**config.mk**
```make
export PLATFORM = sky130hd
export DESIGN_NAME = banner_scroll_ctrl
export DESIGN_NICKNAME = d
export VERILOG_FILES = /design/src/rtl/banner_pkg.sv /design/src/rtl/banner_window_sel.sv /design/src/rtl/banner_scroll_ctrl.sv
export SDC_FILE = /design/constraint.sdc
export NUM_CORES = 1
export LEC_CHECK = 0
export CAP_MARGIN = 20
export CORE_MARGIN = 1.5
export CORE_UTILIZATION = 57
export CTS_CLUSTER_DIAMETER = 120
export DETAILED_ROUTE_END_ITERATION = 6
export PLACE_DENSITY = 0.8
export SLEW_MARGIN = 30
export SYNTH_ARGS = -nofsm -noshare
export SYNTH_HDL_FRONTEND = slang
export SYNTH_SLANG_ARGS = --single-unit
```
**constraint.sdc**
```tcl
create_clock -name clk -period 6.03 [get_ports clk]
set_input_delay 0.9045 -clock clk [delete_from_list [all_inputs] [get_ports clk]]
set_output_delay 0.9045 -clock clk [all_outputs]
set_load 0.05 [all_outputs]
```
**src/rtl/banner_pkg.sv**
```systemverilog
// Shared types and constants for the banner scroll sequencer.
package banner_pkg;

  localparam int unsigned BANNER_ROWS       = 15;
  localparam int unsigned BANNER_WORD_W     = 71;
  localparam int unsigned BANNER_WIN_W      = 16;
  localparam int unsigned BANNER_ROM_ADDR_W = 5;
  localparam int unsigned BANNER_ROW_W      = $clog2(BANNER_ROWS);
  localparam int unsigned BANNER_SCROLL_W   = $clog2(BANNER_WORD_W);

  typedef enum logic [2:0] {
    ST_IDLE       = 3'd0,
    ST_WAIT_FRAME = 3'd1,
    ST_ADDR       = 3'd2,
    ST_WAIT_ROM   = 3'd3,
    ST_PRESENT    = 3'd4,
    ST_END        = 3'd5
  } banner_state_e;

endpackage

```
**src/rtl/banner_window_sel.sv**
```systemverilog
// Combinational column-window extractor: picks WIN_W columns of a ROM word
// starting at scroll_pos, leftmost column in the MSB.
// BANNER_SCROLL_BOUNCE_EN: scroll_pos never exceeds WORD_W-WIN_W, so the
// wrap subtract is dropped.
module banner_window_sel #(
  parameter int unsigned WORD_W = 71,
  parameter int unsigned WIN_W  = 16
) (
  input  logic [WORD_W-1:0]         rom_data,
  input  logic [$clog2(WORD_W)-1:0] scroll_pos,
  output logic [WIN_W-1:0]          win_c
);

  localparam int unsigned SEL_W = $clog2(WORD_W);

  // One mux per output column; column index is (scroll_pos + i) mod WORD_W.
  for (genvar i = 0; i < WIN_W; i++) begin : g_col
    logic [SEL_W-1:0] col;
`ifdef BANNER_SCROLL_BOUNCE_EN
    assign col = scroll_pos + SEL_W'(i);
`else
    localparam int unsigned SUM_W = $clog2(2 * WORD_W);
    logic [SUM_W-1:0] sum;
    assign sum = SUM_W'(scroll_pos) + SUM_W'(i);
    assign col = (sum >= SUM_W'(WORD_W)) ? SEL_W'(sum - SUM_W'(WORD_W)) : SEL_W'(sum);
`endif
    assign win_c[WIN_W-1-i] = rom_data[SEL_W'(WORD_W-1) - col];
  end

endmodule

```
**src/rtl/banner_scroll_ctrl.sv**
```systemverilog
// Banner ROM sequencer: walks ROM rows each frame, windows each row at the
// current scroll offset and hands it to the row driver over valid/ready.
// BANNER_SCROLL_BOUNCE_EN: ping-pong scroll instead of wrap-around.
module banner_scroll_ctrl
  import banner_pkg::*;
#(
  parameter int unsigned ROWS        = BANNER_ROWS,
  parameter int unsigned WORD_W      = BANNER_WORD_W,
  parameter int unsigned WIN_W       = BANNER_WIN_W,
  parameter int unsigned STEP_FRAMES = 4,
  parameter int unsigned READ_LAT    = 1
) (
  input  logic                         clk,
  input  logic                         rst_n,
  input  logic                         run,
  input  logic                         frame_req,
  output logic [BANNER_ROM_ADDR_W-1:0] rom_addr,
  input  logic [WORD_W-1:0]            rom_data,
  output logic                         row_valid,
  input  logic                         row_ready,
  output logic [BANNER_ROW_W-1:0]      row_idx,
  output logic [WIN_W-1:0]             row_pix,
  output logic                         frame_done,
  output logic                         busy,
  output logic [BANNER_SCROLL_W-1:0]   scroll_pos
);

  localparam int unsigned ADDR_W   = BANNER_ROM_ADDR_W;
  localparam int unsigned ROW_W    = BANNER_ROW_W;
  localparam int unsigned SCROLL_W = BANNER_SCROLL_W;
  localparam int unsigned LAT_W    = (READ_LAT > 1) ? $clog2(READ_LAT) : 1;
  localparam int unsigned FRAME_W  = (STEP_FRAMES > 1) ? $clog2(STEP_FRAMES) : 1;

  banner_state_e        state_q, state_d;
  logic [ROW_W-1:0]     row_cnt_q, row_cnt_d;
  logic [LAT_W-1:0]     lat_cnt_q, lat_cnt_d;
  logic [FRAME_W-1:0]   frame_cnt_q, frame_cnt_d;
  logic [SCROLL_W-1:0]  scroll_q, scroll_d;
  logic [ADDR_W-1:0]    rom_addr_q, rom_addr_d;
  logic                 row_valid_q, row_valid_d;
  logic [ROW_W-1:0]     row_idx_q, row_idx_d;
  logic [WIN_W-1:0]     row_pix_q, row_pix_d;
  logic                 frame_done_q, frame_done_d;
  logic                 busy_q, busy_d;
  logic [WIN_W-1:0]     win_c;
`ifdef BANNER_SCROLL_BOUNCE_EN
  localparam int unsigned MAX_POS = WORD_W - WIN_W;
  logic                 dir_q, dir_d;   // 0 = forward, 1 = backward
`endif

  banner_window_sel #(
    .WORD_W (WORD_W),
    .WIN_W  (WIN_W)
  ) u_window_sel (
    .rom_data   (rom_data),
    .scroll_pos (scroll_q),
    .win_c      (win_c)
  );

  // Next-state and next-output logic for the row sequencer.
  always_comb begin
    state_d      = state_q;
    row_cnt_d    = row_cnt_q;
    lat_cnt_d    = lat_cnt_q;
    frame_cnt_d  = frame_cnt_q;
    scroll_d     = scroll_q;
    rom_addr_d   = rom_addr_q;
    row_valid_d  = row_valid_q;
    row_idx_d    = row_idx_q;
    row_pix_d    = row_pix_q;
    frame_done_d = 1'b0;
`ifdef BANNER_SCROLL_BOUNCE_EN
    dir_d        = dir_q;
`endif

    case (state_q)
      ST_IDLE: begin
        if (run) state_d = ST_WAIT_FRAME;
      end
      ST_WAIT_FRAME: begin
        if (!run) begin
          state_d = ST_IDLE;
        end else if (frame_req) begin
          row_cnt_d  = '0;
          rom_addr_d = '0;
          state_d    = ST_ADDR;
        end
      end
      ST_ADDR: begin
        lat_cnt_d = '0;
        state_d   = ST_WAIT_ROM;
      end
      ST_WAIT_ROM: begin
        if (lat_cnt_q == LAT_W'(READ_LAT - 1)) begin
          row_pix_d   = win_c;
          row_idx_d   = row_cnt_q;
          row_valid_d = 1'b1;
          state_d     = ST_PRESENT;
        end else begin
          lat_cnt_d = lat_cnt_q + LAT_W'(1);
        end
      end
      ST_PRESENT: begin
        if (row_ready) begin
          row_valid_d = 1'b0;
          if (row_cnt_q == ROW_W'(ROWS - 1)) begin
            frame_done_d = 1'b1;
            state_d      = ST_END;
          end else begin
            row_cnt_d  = row_cnt_q + ROW_W'(1);
            rom_addr_d = ADDR_W'(row_cnt_q) + ADDR_W'(1);
            state_d    = ST_ADDR;
          end
        end
      end
      ST_END: begin
        state_d = ST_WAIT_FRAME;
        if (frame_cnt_q == FRAME_W'(STEP_FRAMES - 1)) begin
          frame_cnt_d = '0;
`ifdef BANNER_SCROLL_BOUNCE_EN
          if (!dir_q) begin
            if (scroll_q >= SCROLL_W'(MAX_POS)) begin
              dir_d = 1'b1;
              if (scroll_q != '0) scroll_d = scroll_q - SCROLL_W'(1);
            end else begin
              scroll_d = scroll_q + SCROLL_W'(1);
            end
          end else begin
            if (scroll_q == '0) begin
              dir_d = 1'b0;
              if (MAX_POS != 0) scroll_d = SCROLL_W'(1);
            end else begin
              scroll_d = scroll_q - SCROLL_W'(1);
            end
          end
`else
          if (scroll_q == SCROLL_W'(WORD_W - 1)) scroll_d = '0;
          else                                   scroll_d = scroll_q + SCROLL_W'(1);
`endif
        end else begin
          frame_cnt_d = frame_cnt_q + FRAME_W'(1);
        end
      end
      default: state_d = ST_IDLE;
    endcase

    busy_d = (state_d != ST_IDLE);
  end

  // State and output registers.
  always_ff @(posedge clk or negedge rst_n) begin
    if (!rst_n) begin
      state_q      <= ST_IDLE;
      row_cnt_q    <= '0;
      lat_cnt_q    <= '0;
      frame_cnt_q  <= '0;
      scroll_q     <= '0;
      rom_addr_q   <= '0;
      row_valid_q  <= 1'b0;
      row_idx_q    <= '0;
      row_pix_q    <= '0;
      frame_done_q <= 1'b0;
      busy_q       <= 1'b0;
`ifdef BANNER_SCROLL_BOUNCE_EN
      dir_q        <= 1'b0;
`endif
    end else begin
      state_q      <= state_d;
      row_cnt_q    <= row_cnt_d;
      lat_cnt_q    <= lat_cnt_d;
      frame_cnt_q  <= frame_cnt_d;
      scroll_q     <= scroll_d;
      rom_addr_q   <= rom_addr_d;
      row_valid_q  <= row_valid_d;
      row_idx_q    <= row_idx_d;
      row_pix_q    <= row_pix_d;
      frame_done_q <= frame_done_d;
      busy_q       <= busy_d;
`ifdef BANNER_SCROLL_BOUNCE_EN
      dir_q        <= dir_d;
`endif
    end
  end

  assign rom_addr   = rom_addr_q;
  assign row_valid  = row_valid_q;
  assign row_idx    = row_idx_q;
  assign row_pix    = row_pix_q;
  assign frame_done = frame_done_q;
  assign busy       = busy_q;
  assign scroll_pos = scroll_q;

endmodule

```
# Word-level counts from Yosys, hierarchy flattened

Index checks and enable logic that the tools add are counted.

Bits in registers: 45
Bits of input ports: 76

Add/sub/neg operators: 52
Magnitude comparators: 32
Equality and inequality tests: 13
Muxes and demuxes: 75
Bitwise operators: 1
Reduce and logical (&&, ||, !) cells: 9

Operator list:

| operator                                                                     | count |
|---|---|
| 7-bit by 8-bit less-than comparator with 1-bit output, second input constant | 16 |
| 8-bit by 7-bit >= comparator with 1-bit output, second input constant        | 15 |
| 7-bit 2-to-1 mux                                                             | 17 |
| 1-bit binary-select mux with 7-bit select                                    | 16 |
| 7-bit subtractor, first input constant                                       | 16 |
| 7-bit subtractor, second input constant                                      | 16 |
| 7-bit by 4-bit adder with 8-bit output, second input constant                | 8 |
| 7-bit by 3-bit adder with 8-bit output, second input constant                | 4 |
| 1-bit 2-to-1 mux                                                             | 22 |
| 5-bit 2-to-1 mux                                                             | 4 |
| 3-bit 2-to-1 mux                                                             | 6 |
| 3-bit one-hot mux with 6 select lines                                        | 1 |
| 7-bit by 2-bit adder with 8-bit output, second input constant                | 2 |
| 4-bit 2-to-1 mux                                                             | 4 |
| 2-bit inequality test, second input constant                                 | 5 |
| 5-bit one-hot mux with 2 select lines                                        | 1 |
| 7-bit by 1-bit adder with 8-bit output, second input constant                | 1 |
| 4-bit one-hot mux with 2 select lines                                        | 1 |
| 7-bit by 1-bit adder with 7-bit output, second input constant                | 1 |
| 7-bit equality test, second input constant                                   | 1 |
| 7-bit >= comparator, second input constant                                   | 1 |
| 3-bit by 2-bit equality test with 1-bit output, second input constant        | 2 |
| 3-bit equality test, second input constant                                   | 2 |
| 2-bit nonzero test                                                           | 3 |
| other kinds (15)                                                             | 17 |

# Longest topological paths before layout

Depth in word-level cells: 6
Mapped depth: 25
Mapped depth without buffers: 19

# Cells and area by module

From an unflattened synthesis, not the netlist that was laid out.

Cells, all modules: 1,920
Area, all modules: 18,514.0 um2

By module, submodules not included:

| module             | times used | cells an instance | area each (um2) |
|---|---|---|---|
| banner_window_sel  | 1          | 1,776             | 16,631.0 |
| banner_scroll_ctrl | 1          | 144               | 1,883.1 |

# Worst setup path after synthesis

OpenSTA, ideal clock, no wires.

Kind: register to register
Start: reg scroll_q[0], in the netlist scroll_pos[0]
End: reg row_pix_q[4], in the netlist row_pix[4]
Arrival time: 5.761 ns
Data required time: 5.895 ns
Slack: 0.134 ns
Cell stages (with the launch flop): 25
Path buffers: 9
Clock period less this slack: 5.896 ns
Cells stage by stage: dfrtp_1 buf_6 buf_2 inv_1 buf_2 clkbuf_1 ha_1 clkbuf_1 nor2b_1 nor3_1 o211ai_1 o211a_1 a2111oi_2 buf_4 buf_2 inv_1 ha_1 buf_1 clkbuf_1 mux4_2 and2_0 a31oi_1 nand4_1 a21oi_1 o31ai_1

Word-level cells in the longest chain between the ends: 6
Elaborated cells on any way between the ends: 7
Those cells by class: 3 x add/sub; 1 x order compare; 3 x mux

RTL lines:

| item                                                                               | RTL line                  | source |
|---|---|---|
| start: declaration                                                                 | banner_scroll_ctrl.sv:38  | `logic [SCROLL_W-1:0] scroll_q, scroll_d;` |
| start signal: assignment                                                           | banner_scroll_ctrl.sv:172 | `scroll_q <= scroll_d;` |
| 7-bit by 4-bit adder with 8-bit output *                                           | banner_window_sel.sv:24   | `assign sum = SUM_W'(scroll_pos) + SUM_W'(i);` |
| 7-bit subtractor or 8-bit by 7-bit >= comparator with 1-bit output (tied branches) | banner_window_sel.sv:25   | `assign col = (sum >= SUM_W'(WORD_W)) ? SEL_W'(sum - SUM_W'(WORD_W)) : SEL_W'(sum);` |
| 7-bit 2-to-1 mux *                                                                 | banner_window_sel.sv:25   |  |
| 7-bit subtractor *                                                                 | banner_window_sel.sv:27   | `assign win_c[WIN_W-1-i] = rom_data[SEL_W'(WORD_W-1) - col];` |
| 1-bit binary-select mux with 7-bit select *                                        | banner_window_sel.sv:27   |  |
| 1-bit 2-to-1 mux (not written as such) *                                           | banner_window_sel.sv:27   |  |
| end signal: assignment                                                             | banner_scroll_ctrl.sv:176 | `row_pix_q <= row_pix_d;` |
| end: declaration                                                                   | banner_scroll_ctrl.sv:42  | `logic [WIN_W-1:0] row_pix_q, row_pix_d;` |

Every way passes the cells marked *; elsewhere a longest branch is shown, timed or not. The select of a mux whose other input is x is not followed.
A chain may end at the register's enable or synchronous reset.

# Final worst setup path

Start: reg scroll_q[0], in the netlist scroll_pos[0]
End: reg row_pix_q[10], in the netlist row_pix[10]

Word-level cells in the longest chain between the ends: 6
Elaborated cells on any way between the ends: 7
Those cells by class: 3 x add/sub; 1 x order compare; 3 x mux

RTL lines:

| item                                                                               | RTL line |
|---|---|
| 7-bit by 3-bit adder with 8-bit output *                                           | banner_window_sel.sv:24 |
| 7-bit subtractor or 8-bit by 7-bit >= comparator with 1-bit output (tied branches) | banner_window_sel.sv:25 |
| 7-bit 2-to-1 mux *                                                                 | banner_window_sel.sv:25 |
| 7-bit subtractor *                                                                 | banner_window_sel.sv:27 |
| 1-bit binary-select mux with 7-bit select *                                        | banner_window_sel.sv:27 |
| 1-bit 2-to-1 mux (not written as such) *                                           | banner_window_sel.sv:27 |

Marks and branches as above.

==> impl_metrics.json <==
{
  "post-route-min-period_ns": 5.65,
  "coreArea_um2": 30700,
  "worst_slack_ns": 0.380,
  "violations": "design-rule violations",
  "final-hold-violation-count": 0,
  "grt_antenna_before_repair": 0,
  "port_buffers": 110,
  "hold_end": "row_idx[3]",
  "cp.arrival_ns": 5.85,
  "tritoncts": "done",
  "worstHoldStart": "row_idx[3]",
  "tns_ns": 0,
  "max_freq_mhz": 177,
  "antennaDiodeCount": 0,
  "synth_area_um2": 17900,
  "worstSkewPairLatency_ns": 0.31,
  "ctsRootBufferMaster": "clkbuf_16",
  "yosysUniqueCellTypes": 105,
  "yosysWarnings": 0,
  "fin_skew_ns": 0.0169,
  "period_share": 0.937,
  "area_delta_synth_final_pct": 8.00,
  "fillCellCount": 2483,
  "r2r_cells": 18,
  "grt_setup_unrepaired": "no",
  "wirelength_um": 64800,
  "die-area_um2": 32400,
  "grt_usage": 0.394,
  "drv_cap": 0,
  "drc": 16,
  "routedWlPerCell_um": 28.8,
  "worstPathRequired_ns": 6.23,
  "ant_nets": 0,
  "pre_cts_ws_ns": 0.483,
  "path_max_fanout": 26,
  "nets": 1969,
  "die_w_um": 180,
  "drive_gt1_frac": 0.260,
  "ys.flop_type": "dfrtp_1",
  "critPathCaptureType": "flop",
  "max-vdd-ir-drop_v": 0.000332,
  "cp-start-kind": "flop",
  "cellLeakagePower_uw": 0.00696,
  "grt_overflow_total": 0,
  "die_h_um": 180,
  "tightest_slew_ns": 0.975,
  "routed_via_density": 7.90,
  "path_class": "reg2reg",
  "clockBufferDepth": 2,
  "drtPass1Iterations": 7,
  "path_cells": "ha_1, nand2_1, a221oi_1, nand2_1, nand2_1, nor2_1, xnor2_1, ha_1, nor2_1, a32o_1, a221oi_1, o221ai_1, xnor2_4, mux2i_1, mux2i_1, mux2i_1, o2111ai_1, o211a_1",
  "finalInstanceArea_um2": 19300,
  "post_synth.cell_area_avg_um2": 9.57,
  "async_flop_share": 1.00,
  "ctsHoldBuffers": 0,
  "post_dp_cell_area_um2": 19100,
  "synth_nets": 1984,
  "mostFrequentLayoutCell": "mux4_2",
  "hold_class": "reg2reg",
  "synth_edf_count": 0,
  "globalplace.congestion": 1.01,
  "grt_max_degree": 41,
  "placementRows": 64,
  "drv_slew": 0,
  "initial_utilization": 0.581,
  "dp_hpwl_um": 47100,
  "relSlewSlack": 0.345,
  "synth_seq_cells": 40,
  "dr_total_vias": 17800,
  "numCtsBuffers": 5,
  "rrSetupSlack_ns": 0.38,
  "grt_pass1_vias": 17700,
  "reg2reg_to": "row_pix[10]",
  "setup_viol_count_final": 0,
  "clock-sinks": 40,
  "status": "finished with violations",
  "htree_levels": 2,
  "path_clk_slew_ns": 0.08,
  "cts_resized": 0,
  "powerDensity_nw_per_um2": 275,
  "num_io_pins": 111,
  "drt_first_iter_violations": 2628,
  "ys_seq_area_frac": 0.0560,
  "grt_pass1_wl_um": 100000,
  "slowest_stage": "dfrtp_2",
  "slowest_delay_ns": 0.71,
  "worstHoldPathCells": 2,
  "r2r_start": "scroll_pos[0]",
  "mostFrequentLayoutCells": "mux4_2 (278), nand2_1 (155), xnor2_1 (128)",
  "syn_inst": 1867
}
-- worst max path at each step --
stage	end	from
6_report	row_pix[10]	scroll_pos[0]
5_1_grt	row_pix[2]	scroll_pos[0]
4_1_cts	row_pix[8]	scroll_pos[4]
3_5_place_dp	row_pix[8]	scroll_pos[4]
3_3_place_gp	row_pix[8]	scroll_pos[4]
2_1_floorplan	row_pix[4]	scroll_pos[0]
-- routing by layer --
metal / up-vias / track usage / part of all wire
met3: 375 / 0.0948 / 0.15
li1: 7262 / - / -
met1: 8374 / 0.487 / 0.33
met2: 1763 / 0.630 / 0.46
met5: - / 0 / 0
met4: 0 / 0.235 / 0.066
-- state kept, by name (all words and copies together) (netlist names) --
name and count:
row_pix 16, scroll_pos 7, row_idx 4, row_cnt_q 3, state_q 3, frame_cnt_q 2, rom_addr 2, busy 1
frame_done 1, row_valid 1
-- cells by family after synthesis --
logic type | synth area share
adders and majority gates | 0.0293
xor gates and xnor gates | 0.110
muxes | 0.449
buffers and inverters | 0.0630
and+or+nand+nor | 0.148
DFF | 0.0560
AOI/OAI and AO/OA | 0.145
-- what timing repair did --
item,CTS,global route
setup endpoints to repair,0,1
hold endpoints to repair,0,0
buffers inserted,0,1
-- per-stage QoR --
stage	total power [µW]	std cells	hold slack (ns)	utilization
after floorplan	3830	1867	0.485	-
after global placement	4720	2239	0.459	0.621
after detailed placement	4840	2239	0.466	0.621
after CTS	5190	2247	0.485	0.626
after global routing	5540	2249	0.506	0.628
final	5300	2249	0.483	0.628
-- area by class of cell --
cell class              instances  area [µm²]  share of cell area
clock inverters                 3        46.3             0.00240
inverters                      35         134             0.00694
well taps                     396         495              0.0257
multi-input cells            1585       15800               0.820
clock buffers                   5         125             0.00648
flip-flops and latches         40        1000              0.0519
repair buffers                185        1670              0.0864
-- critical path: cells and delay by family (launching register included) --
family / cells / cell delay (ns)
compound gates: 6 / 1.60
simple gates: 5 / 0.89
fa+ha+maj: 2 / 0.94
xor+xnor: 2 / 0.65
mux: 3 / 0.75
flops: 1 / 0.71
-- cells in the mapped netlist, drive strengths merged (11+ instances only) --
cell / instances / share of area
mux4: 284 / 0.36
xnor2: 159 / 0.090
nand2: 156 / 0.033
nor2: 118 / 0.026
clkbuf: 117 / 0.025
mux2i: 117 / 0.066
a21oi: 100 / 0.030
buf: 90 / 0.031
o21ai: 65 / 0.018
nand3: 56 / 0.016
ha: 41 / 0.029
dfrtp: 40 / 0.056
mux2: 38 / 0.024
xor2: 38 / 0.020
nor3: 37 / 0.010
inv: 34 / 0.0073
nor2b: 22 / 0.0077
and2: 21 / 0.0075
a31oi: 20 / 0.0070
a211oi: 19 / 0.0083
nand2b: 19 / 0.0067
o211ai: 19 / 0.0083
o22ai: 18 / 0.0063
nand4: 16 / 0.0056
nor3b: 15 / 0.0066
and3: 14 / 0.0052
o31ai: 13 / 0.0057
a21o: 12 / 0.0050
or2: 12 / 0.0043
a221oi: 11 / 0.0061
-- power by group --
group | switching (µW) | total [µW] | leakage (µW) | internal (µW)
clock | 141 | 339 | 0.0000804 | 198
combinational | 2360 | 4500 | 0.00637 | 2140
sequential | 106 | 462 | 0.000509 | 356
(Power assumes the default switching activity.)
